==> src/rtl/bcd_display_pkg.sv <==
// Shared constants for the multiplexed BCD seven-segment scanner.
// Segment vectors are active-low, bit order gfedcba.
package bcd_display_pkg;

  localparam int NUM_DIGITS = 8;

  localparam logic [6:0] SEG_BLANK = 7'b1111111;
  localparam logic [6:0] SEG_MINUS = 7'b0111111;
  localparam logic [6:0] SEG_ERR   = 7'b0000110;

  localparam logic [6:0] SEG_DIGIT [10] = '{
    7'b1000000,  // 0
    7'b1111001,  // 1
    7'b0100100,  // 2
    7'b0110000,  // 3
    7'b0011001,  // 4
    7'b0010010,  // 5
    7'b0000010,  // 6
    7'b1111000,  // 7
    7'b0000000,  // 8
    7'b0010000   // 9
  };

endpackage

==> src/rtl/bcd_to_seg7.sv <==
// Nibble to active-low seven-segment decoder; non-BCD nibbles render as 'E'.
module bcd_to_seg7
  import bcd_display_pkg::*;
(
  input  logic [3:0] nibble,
  output logic [6:0] seg_n
);

  always_comb begin
    seg_n = SEG_ERR;
    if (nibble <= 4'd9) seg_n = SEG_DIGIT[nibble];
  end

endmodule

==> src/rtl/bcd_display_scanner.sv <==
// Eight-digit multiplexed display scanner with frame-synchronous value update,
// leading-zero blanking and a floating minus sign.
module bcd_display_scanner
  import bcd_display_pkg::*;
#(
  parameter int REFRESH_DIV = 50000,
  parameter bit BLANK_LZ    = 1'b1
) (
  input  logic        clock,
  input  logic        reset,
  input  logic [31:0] bcd_in,
  input  logic        negative,
  input  logic        load,
  output logic [7:0]  an_n,
  output logic [6:0]  seg_n,
  output logic        frame_done,
  output logic        sign_hidden
);

  localparam int PW = $clog2(REFRESH_DIV);
  localparam int IW = $clog2(NUM_DIGITS);
  localparam logic [PW-1:0] PRESC_LAST = PW'(REFRESH_DIV - 1);
  localparam logic [IW-1:0] IDX_LAST   = IW'(NUM_DIGITS - 1);

  logic [PW-1:0] presc;
  logic [IW-1:0] idx;
  logic          tick;
  logic          wrap;

  logic [31:0]   disp_bcd;
  logic          disp_neg;
  logic [31:0]   pend_bcd;
  logic          pend_neg;
  logic          pend_valid;

  logic [IW-1:0] msd;
  logic [3:0]    sel_nibble;
  logic [6:0]    digit_seg;
  logic [6:0]    seg_next;
  logic          digit7_nz;

  assign tick       = (presc == PRESC_LAST);
  assign wrap       = tick && (idx == IDX_LAST);
  assign frame_done = wrap;

  assign digit7_nz   = (disp_bcd[31:28] != 4'd0);
  assign sign_hidden = disp_neg && digit7_nz;

  // Highest nonzero digit of the shown value; 0 when the value is zero.
  always_comb begin
    msd = '0;
    for (int i = 1; i < NUM_DIGITS; i++) begin
      if (disp_bcd[i*4 +: 4] != 4'd0) msd = IW'(i);
    end
  end

  assign sel_nibble = disp_bcd[{idx, 2'b00} +: 4];

  bcd_to_seg7 u_dec (
    .nibble (sel_nibble),
    .seg_n  (digit_seg)
  );

  // Minus sits just above the MSD when blanking; without blanking it can
  // only borrow digit 7, and only when that digit is zero.
  always_comb begin
    seg_next = digit_seg;
    if (BLANK_LZ) begin
      if (disp_neg && ({1'b0, idx} == ({1'b0, msd} + 4'd1))) seg_next = SEG_MINUS;
      else if (idx > msd)                                     seg_next = SEG_BLANK;
    end else if (disp_neg && (idx == IDX_LAST) && !digit7_nz) begin
      seg_next = SEG_MINUS;
    end
  end

  // load is a one-cycle strobe with no back-pressure: bcd_in/negative are taken
  // whenever load is high, and the latest pending value is promoted to the
  // display only at the 7->0 wrap so a frame never mixes two values.
  always_ff @(posedge clock or posedge reset) begin
    if (reset) begin
      presc      <= '0;
      idx        <= '0;
      disp_bcd   <= '0;
      disp_neg   <= 1'b0;
      pend_bcd   <= '0;
      pend_neg   <= 1'b0;
      pend_valid <= 1'b0;
      an_n       <= '1;
      seg_n      <= SEG_BLANK;
    end else begin
      presc <= tick ? '0 : presc + 1'b1;
      if (tick) idx <= idx + 1'b1;

      if (wrap && pend_valid) begin
        disp_bcd <= pend_bcd;
        disp_neg <= pend_neg;
      end

      if (load) begin
        pend_bcd   <= bcd_in;
        pend_neg   <= negative;
        pend_valid <= 1'b1;
      end else if (wrap) begin
        pend_valid <= 1'b0;
      end

      an_n  <= ~(8'd1 << idx);
      seg_n <= seg_next;
    end
  end

endmodule

==> config.mk <==
export PLATFORM = sky130hd
export DESIGN_NAME = bcd_display_scanner
export DESIGN_NICKNAME = d
export VERILOG_FILES = /design/src/rtl/bcd_display_pkg.sv /design/src/rtl/bcd_to_seg7.sv /design/src/rtl/bcd_display_scanner.sv
export SDC_FILE = /design/constraint.sdc
export NUM_CORES = 1
export LEC_CHECK = 0
export CELL_PAD_IN_SITES_DETAIL_PLACEMENT = 0
export CELL_PAD_IN_SITES_GLOBAL_PLACEMENT = 1
export CORE_MARGIN = 5
export CORE_UTILIZATION = 28
export DETAILED_ROUTE_END_ITERATION = 10
export PLACE_DENSITY_LB_ADDON = 0.08
export SLEW_MARGIN = 40
export SYNTH_ARGS = -nofsm -noshare
export SYNTH_HDL_FRONTEND = slang
export SYNTH_SLANG_ARGS = --single-unit
==> constraint.sdc <==
create_clock -name clock -period 2.9 [get_ports clock]
set_clock_uncertainty 0.1 [all_clocks]
set_input_delay 0.29 -clock clock [delete_from_list [all_inputs] [get_ports clock]]
set_output_delay 0.29 -clock clock [all_outputs]
set_load 0.01 [all_outputs]
### After elaboration in Yosys (flattened, before gate mapping)

Memory sizes are Yosys's and may differ from the RTL's.
Index checks and enable logic that the tools add are counted.

* bits in registers: 101
* memory bits (read-only): 112
* input bits: 36
* output and inout port bits: 17
* word-level logic and storage cells: 50
* memories kept: 1

* $add $sub $neg: 3
* order comparisons: 3
* equal/unequal tests: 3
* shift operators: 2
* multiplexer cells: 15
* bitwise operators: 2
* reductions and logical operators: 12

Memories
* (no name shown): depth 16, width 7, rd ports 1, clocked after memory_dff 0, wr ports 0, RTL line bcd_to_seg7.sv:11 `if (nibble <= 4'd9) seg_n = SEG_DIGIT[nibble];`

Operators with widths (count)
* $mux W7: 5
* $shiftx A32 B6 Y4: 1
* $reduce_bool A4 Y1: 7
* $mux W3: 6
* $add A16 B1 Y16 const B: 1
* $eq A16 B16 Y1 const B: 1
* $mux W16: 1
* $not A8 Y8: 1
* $shl A1 B3 Y8 const A: 1
* $ge A5 B5 Y1 const B: 1
* $not A4 Y5: 1
* $add A3 B1 Y4 const B: 1
* $eq A3 B4 Y1: 1
* $le A4 B4 Y1 const B: 1
* $logic_and A1 B1 Y1: 4
* $add A3 B1 Y3 const B: 1
* $eq A3 B3 Y1 const B: 1
* $gt A3 B3 Y1: 1
* $mux W1: 3
* $reduce_bool A2 Y1: 1

### Depth between registers and ports, before layout

Gate-level depths: netlist of the first run.

* depth in word-level cells: 12
* mapped depth: 11
* depth with buffers taken out: 11

### Hierarchy

Synthesis of the first run repeated with hierarchy kept, for this count alone.

* cells, all modules: 346
* area, all modules: 4663.2 µm²

Modules (own cells, without submodules)
* bcd_display_scanner: instances 1, cells each 319, area an instance 4423.0 µm², seq. area each 2546.2 µm²
* bcd_to_seg7: instances 1, cells each 27, area an instance 240.2 µm², seq. area each 0.0 µm²

### Worst setup path before layout of the first run

No wires, ideal clock.

* kind: register -> register
* start point: reg disp_bcd[28]
* end point: reg seg_n[6]
* library setup time: 0.078 ns
* arrival: 2.415 ns
* data required time: 2.722 ns
* path slack: 0.307 ns
* cell stages (with the launch flop): 10
* cell sequence: dfrtp_1 > nor4_1 > nand2_1 > or2_2 > ha_1 > xor2_1 > nor3b_1 > nand4b_1 > nor2b_1 > a31o_2

* cells in the longest elaborated chain, start to end: 8
* elaborated cells on any way between the ends: 15
* classes of those cells: add/sub (1); order compare (2); eq/ne (1); shift (1); mux (6); bitwise (1); reduce/logical (2); memory (1)

RTL lines
* start, declared: RTL line bcd_display_scanner.sv:30 `logic [31:0] disp_bcd;`
* start signal, assigned: RTL line bcd_display_scanner.sv:95 `disp_bcd <= pend_bcd;`
* $shiftx A32 B6 Y4: RTL line bcd_display_scanner.sv:57 `assign sel_nibble = disp_bcd[{idx, 2'b00} +: 4];`
* $not A4 Y5 (implied by the code): RTL line bcd_to_seg7.sv:11
* $mem_v2 Z16 W7
* $mux W7 (implied by the code) (2 in series): RTL line bcd_to_seg7.sv:11
* $mux W7: RTL line bcd_to_seg7.sv:11
* $mux W7: RTL line bcd_display_scanner.sv:70 `else if (idx > msd) seg_next = SEG_BLANK;`
* $mux W7 (*): RTL line bcd_display_scanner.sv:69 `if (disp_neg && ({1'b0, idx} == ({1'b0, msd} + 4'd1))) seg_next = SEG_MINUS;`
* via seg_next[6]: RTL line bcd_display_scanner.sv:39 `logic [6:0] seg_next;`
* end signal, assigned: RTL line bcd_display_scanner.sv:108 `seg_n <= seg_next;`
* end, declared: RTL line bcd_display_scanner.sv:15 `output logic [6:0] seg_n,`

Mark *: on every way through the listed nets, which the timed path passes. The rest lies on a longest branch. The select of a mux whose other input is x is not followed.
A chain may end at the register's enable or synchronous reset.

### Worst setup path in the final report of the first run

* start point: reg presc[7]
* end point: out frame_done

* cells in the longest elaborated chain, start to end: 2

RTL lines
* start, declared: RTL line bcd_display_scanner.sv:25 `logic [PW-1:0] presc;`
* start signal, assigned: RTL line bcd_display_scanner.sv:91 `presc <= tick ? '0 : presc + 1'b1;`
* $eq A16 B16 Y1: RTL line bcd_display_scanner.sv:42 `assign tick = (presc == PRESC_LAST);`
* $logic_and A1 B1 Y1: RTL line bcd_display_scanner.sv:43 `assign wrap = tick && (idx == IDX_LAST);`
* end, declared: RTL line bcd_display_scanner.sv:16 `output logic frame_done,`

Every way passes these cells.

==> results of run 1 <==
-- logic make-up after synthesis --
kind of cell | Yosys count | share of synthesized area
flip-flops | 101 | 0.544
multiplexers | 82 | 0.226
AND/OR/NAND/NOR | 74 | 0.0827
AO/OA/AOI/OAI | 29 | 0.0417
buffers and inverters | 26 | 0.0332
XOR/XNOR | 17 | 0.0318
adder cells (fa/ha/maj) | 15 | 0.0401
-- state kept, by name, indices dropped and copies added (netlist names) --
register    flops
idx             3
disp_bcd       32
pend_bcd       32
disp_neg        1
seg_n           7
presc          16
pend_neg        1
an_n            8
pend_valid      1
-- synth_stat cells (all sizes together), types with 2 or more instances --
| cell | count | area (um2) |
|---|---|---|
| dfstp | 15 | 394 |
| inv | 11 | 41.3 |
| mux4 | 3 | 67.6 |
| mux2 | 69 | 890 |
| nand3 | 9 | 45.0 |
| o22ai | 4 | 25.0 |
| nand2 | 18 | 67.6 |
| nor2 | 18 | 67.6 |
| xor2 | 11 | 96.3 |
| nor3 | 4 | 20.0 |
| and3 | 2 | 12.5 |
| o21a | 3 | 22.5 |
| nor2b | 5 | 31.3 |
| and2 | 2 | 12.5 |
| nor4 | 6 | 37.5 |
| a21oi | 3 | 15.0 |
| o311ai | 2 | 17.5 |
| clkbuf | 9 | 33.8 |
| a21o | 2 | 15.0 |
| mux2i | 10 | 100 |
| o21ai | 7 | 35.0 |
| ha | 15 | 188 |
| dfrtp | 86 | 2150 |
| buf | 5 | 76.3 |
| nand4 | 3 | 18.8 |
| xnor2 | 6 | 52.6 |
-- power breakdown --
group / total (W) / internal (W) / switching (W)
sequential: 0.00148 / 0.00146 / 0.0000275
clock: 0.00132 / 0.000766 / 0.000549
combinational: 0.000139 / 0.0000864 / 0.0000524
total: 0.00294 / 0.00231 / 0.000629
-- worst max-delay path: stages (launching register included) --
cell             delay [ps]
dfrtp_1                 410
or4b_4                  560
nor4b_4                 310
nand2_1                 130
inv_1                    80
clkdlybuf4s50_1         530
-- worst max-delay path by stage --
stage	endpoint	slack (ps)	startpoint
floorplan	seg_n[6]	310	disp_bcd[28]
global placement	seg_n[4]	140	disp_bcd[28]
detailed placement	seg_n[4]	100	disp_bcd[20]
CTS	frame_done	50	presc[7]
global route	frame_done	4	presc[7]
finish	frame_done	150	presc[7]
-- per-stage QoR --
stage,hold WS (ps),setup slack [ps]
global placement,348,139
finish,328,145
floorplan,342,307
CTS,357,51.1
global route,373,4.30
detailed placement,348,104
-- routing by layer --
layer	share of wire	vias to the layer above	global-route usage
li1	-	1356	-
met5	0	-	0
met4	0.015	0	0.0355
met2	0.46	43	0.162
met1	0.49	1364	0.142
met3	0.038	11	0.0326
-- cell type report --
class / count / area [um2]
fillers: 1651 / 10600
multi-input cells: 217 / 2000
inverters: 12 / 48.8
repair buffers: 71 / 688
clock inverters: 6 / 96.3
well taps: 220 / 275
flip-flops and latches: 101 / 2550
clock buffers: 10 / 229
==> impl_metrics.tcl, run 1 <==
set metrics [dict create \
    outcome "complete, no violations" \
    utilization 0.358 \
    max_cap_violations 0 \
    cts-htree-levels 3 \
    hp-class "input pin to asynchronous set/reset pin" \
    cts_hold_buf 0 \
    min_period_ps 2750 \
    initial_core_util 0.284 \
    layout_common_cells "dfrtp_1 (86), clkdlybuf4s50_1 (52), mux2_2 (39)" \
    final_common_cell "dfrtp_1" \
    antenna_cells 0 \
    via_per_inst 4.35 \
    final_area_um2 5890 \
    grt-ovfl-total 0 \
    finalSetupViolCount 0 \
    synth_seq_cells 101 \
    io_pins 53 \
    syn_area_um2 4680 \
    async_flop_share 1.00 \
    worstMarginPinSlew_ps 554 \
    rsz0062_at_grt "no" \
    layout.nets 463 \
    antenna_found_initial 0 \
    drive_gt1_frac 0.312 \
    drc_errors 0 \
    synth_seq_area_share 0.544 \
    relSlewSlack 0.631 \
    dp.cells 621 \
    ir_drop_v 0.000271 \
    cp-end-kind "output pin" \
    post-route-period-util 0.950 \
    drt-initial-drc-count 114 \
    ctsRootBufferMaster "clkbuf_16" \
    r2r_end "seg_n[4]" \
    row_count 47 \
    worstPathRequired_ps 2510 \
    reg2regPathDepth 11 \
    clock_latency_ps 350 \
    clk_path_buf_depth 2 \
    io_buffers 52 \
    avgSynthCellArea_um2 13.6 \
    vias 2774 \
    netlist_instances 344 \
    powerDensity_nw_per_um2 499 \
    die_h_um 139 \
    place_area_um2 5540 \
    ant_nets 0 \
    hold_viol 0 \
    dieArea_um2 19400 \
    synth.distinct_cells 45 \
    reg2reg_from "disp_bcd[8]" \
    area_growth_pct 25.9 \
    reg2reg_slack_ps 200 \
    final_cell_count_no_fill 637 \
    power.total_w 0.00294 \
    critical_path.max_fanout 4 \
    setup_tns_ps 0 \
    grt_max_degree 102 \
    core_area_um2 16500 \
    post_cts_buffers 0 \
    numCtsBuffers 9 \
    grt_pass1_wl_mm 16.2 \
    dr.pass1.iters 3 \
    yosysWarnings 0 \
    finalWirelength_mm 9.63 \
    cts.sinks 101 \
    cts_resized 0 \
    wl_per_cell_um 15.1 \
    worstSetupStartpointType "flip-flop" \
    syn_nets 395 \
    cts_tree "done" \
    synth_flop_cell "dfrtp_1" \
    gp_routability_congestion 0.787 \
    hpwl_mm 6.80 \
    grt_pass1_vias 2974 \
    synth_edf_count 0 \
    crit_type "flip-flop to output pin" \
    worst_ep_arrival_time_ps 2360 \
    p_leak_nw 2.57 \
    finalMaxSlewViolations 0 \
    fmax_mhz 363 \
    die_w_um 139 \
    path_clk_slew_ps 70 \
    grtUsageTotal 0.105 \
]
(Power assumes the default switching activity.)
==> run 2, diff against run 1 <==
- TNS_END_PERCENT: default -> 50
==> results of run 2 <==
Same layout as run 1: the final DEF is identical, and so are final timing and power.
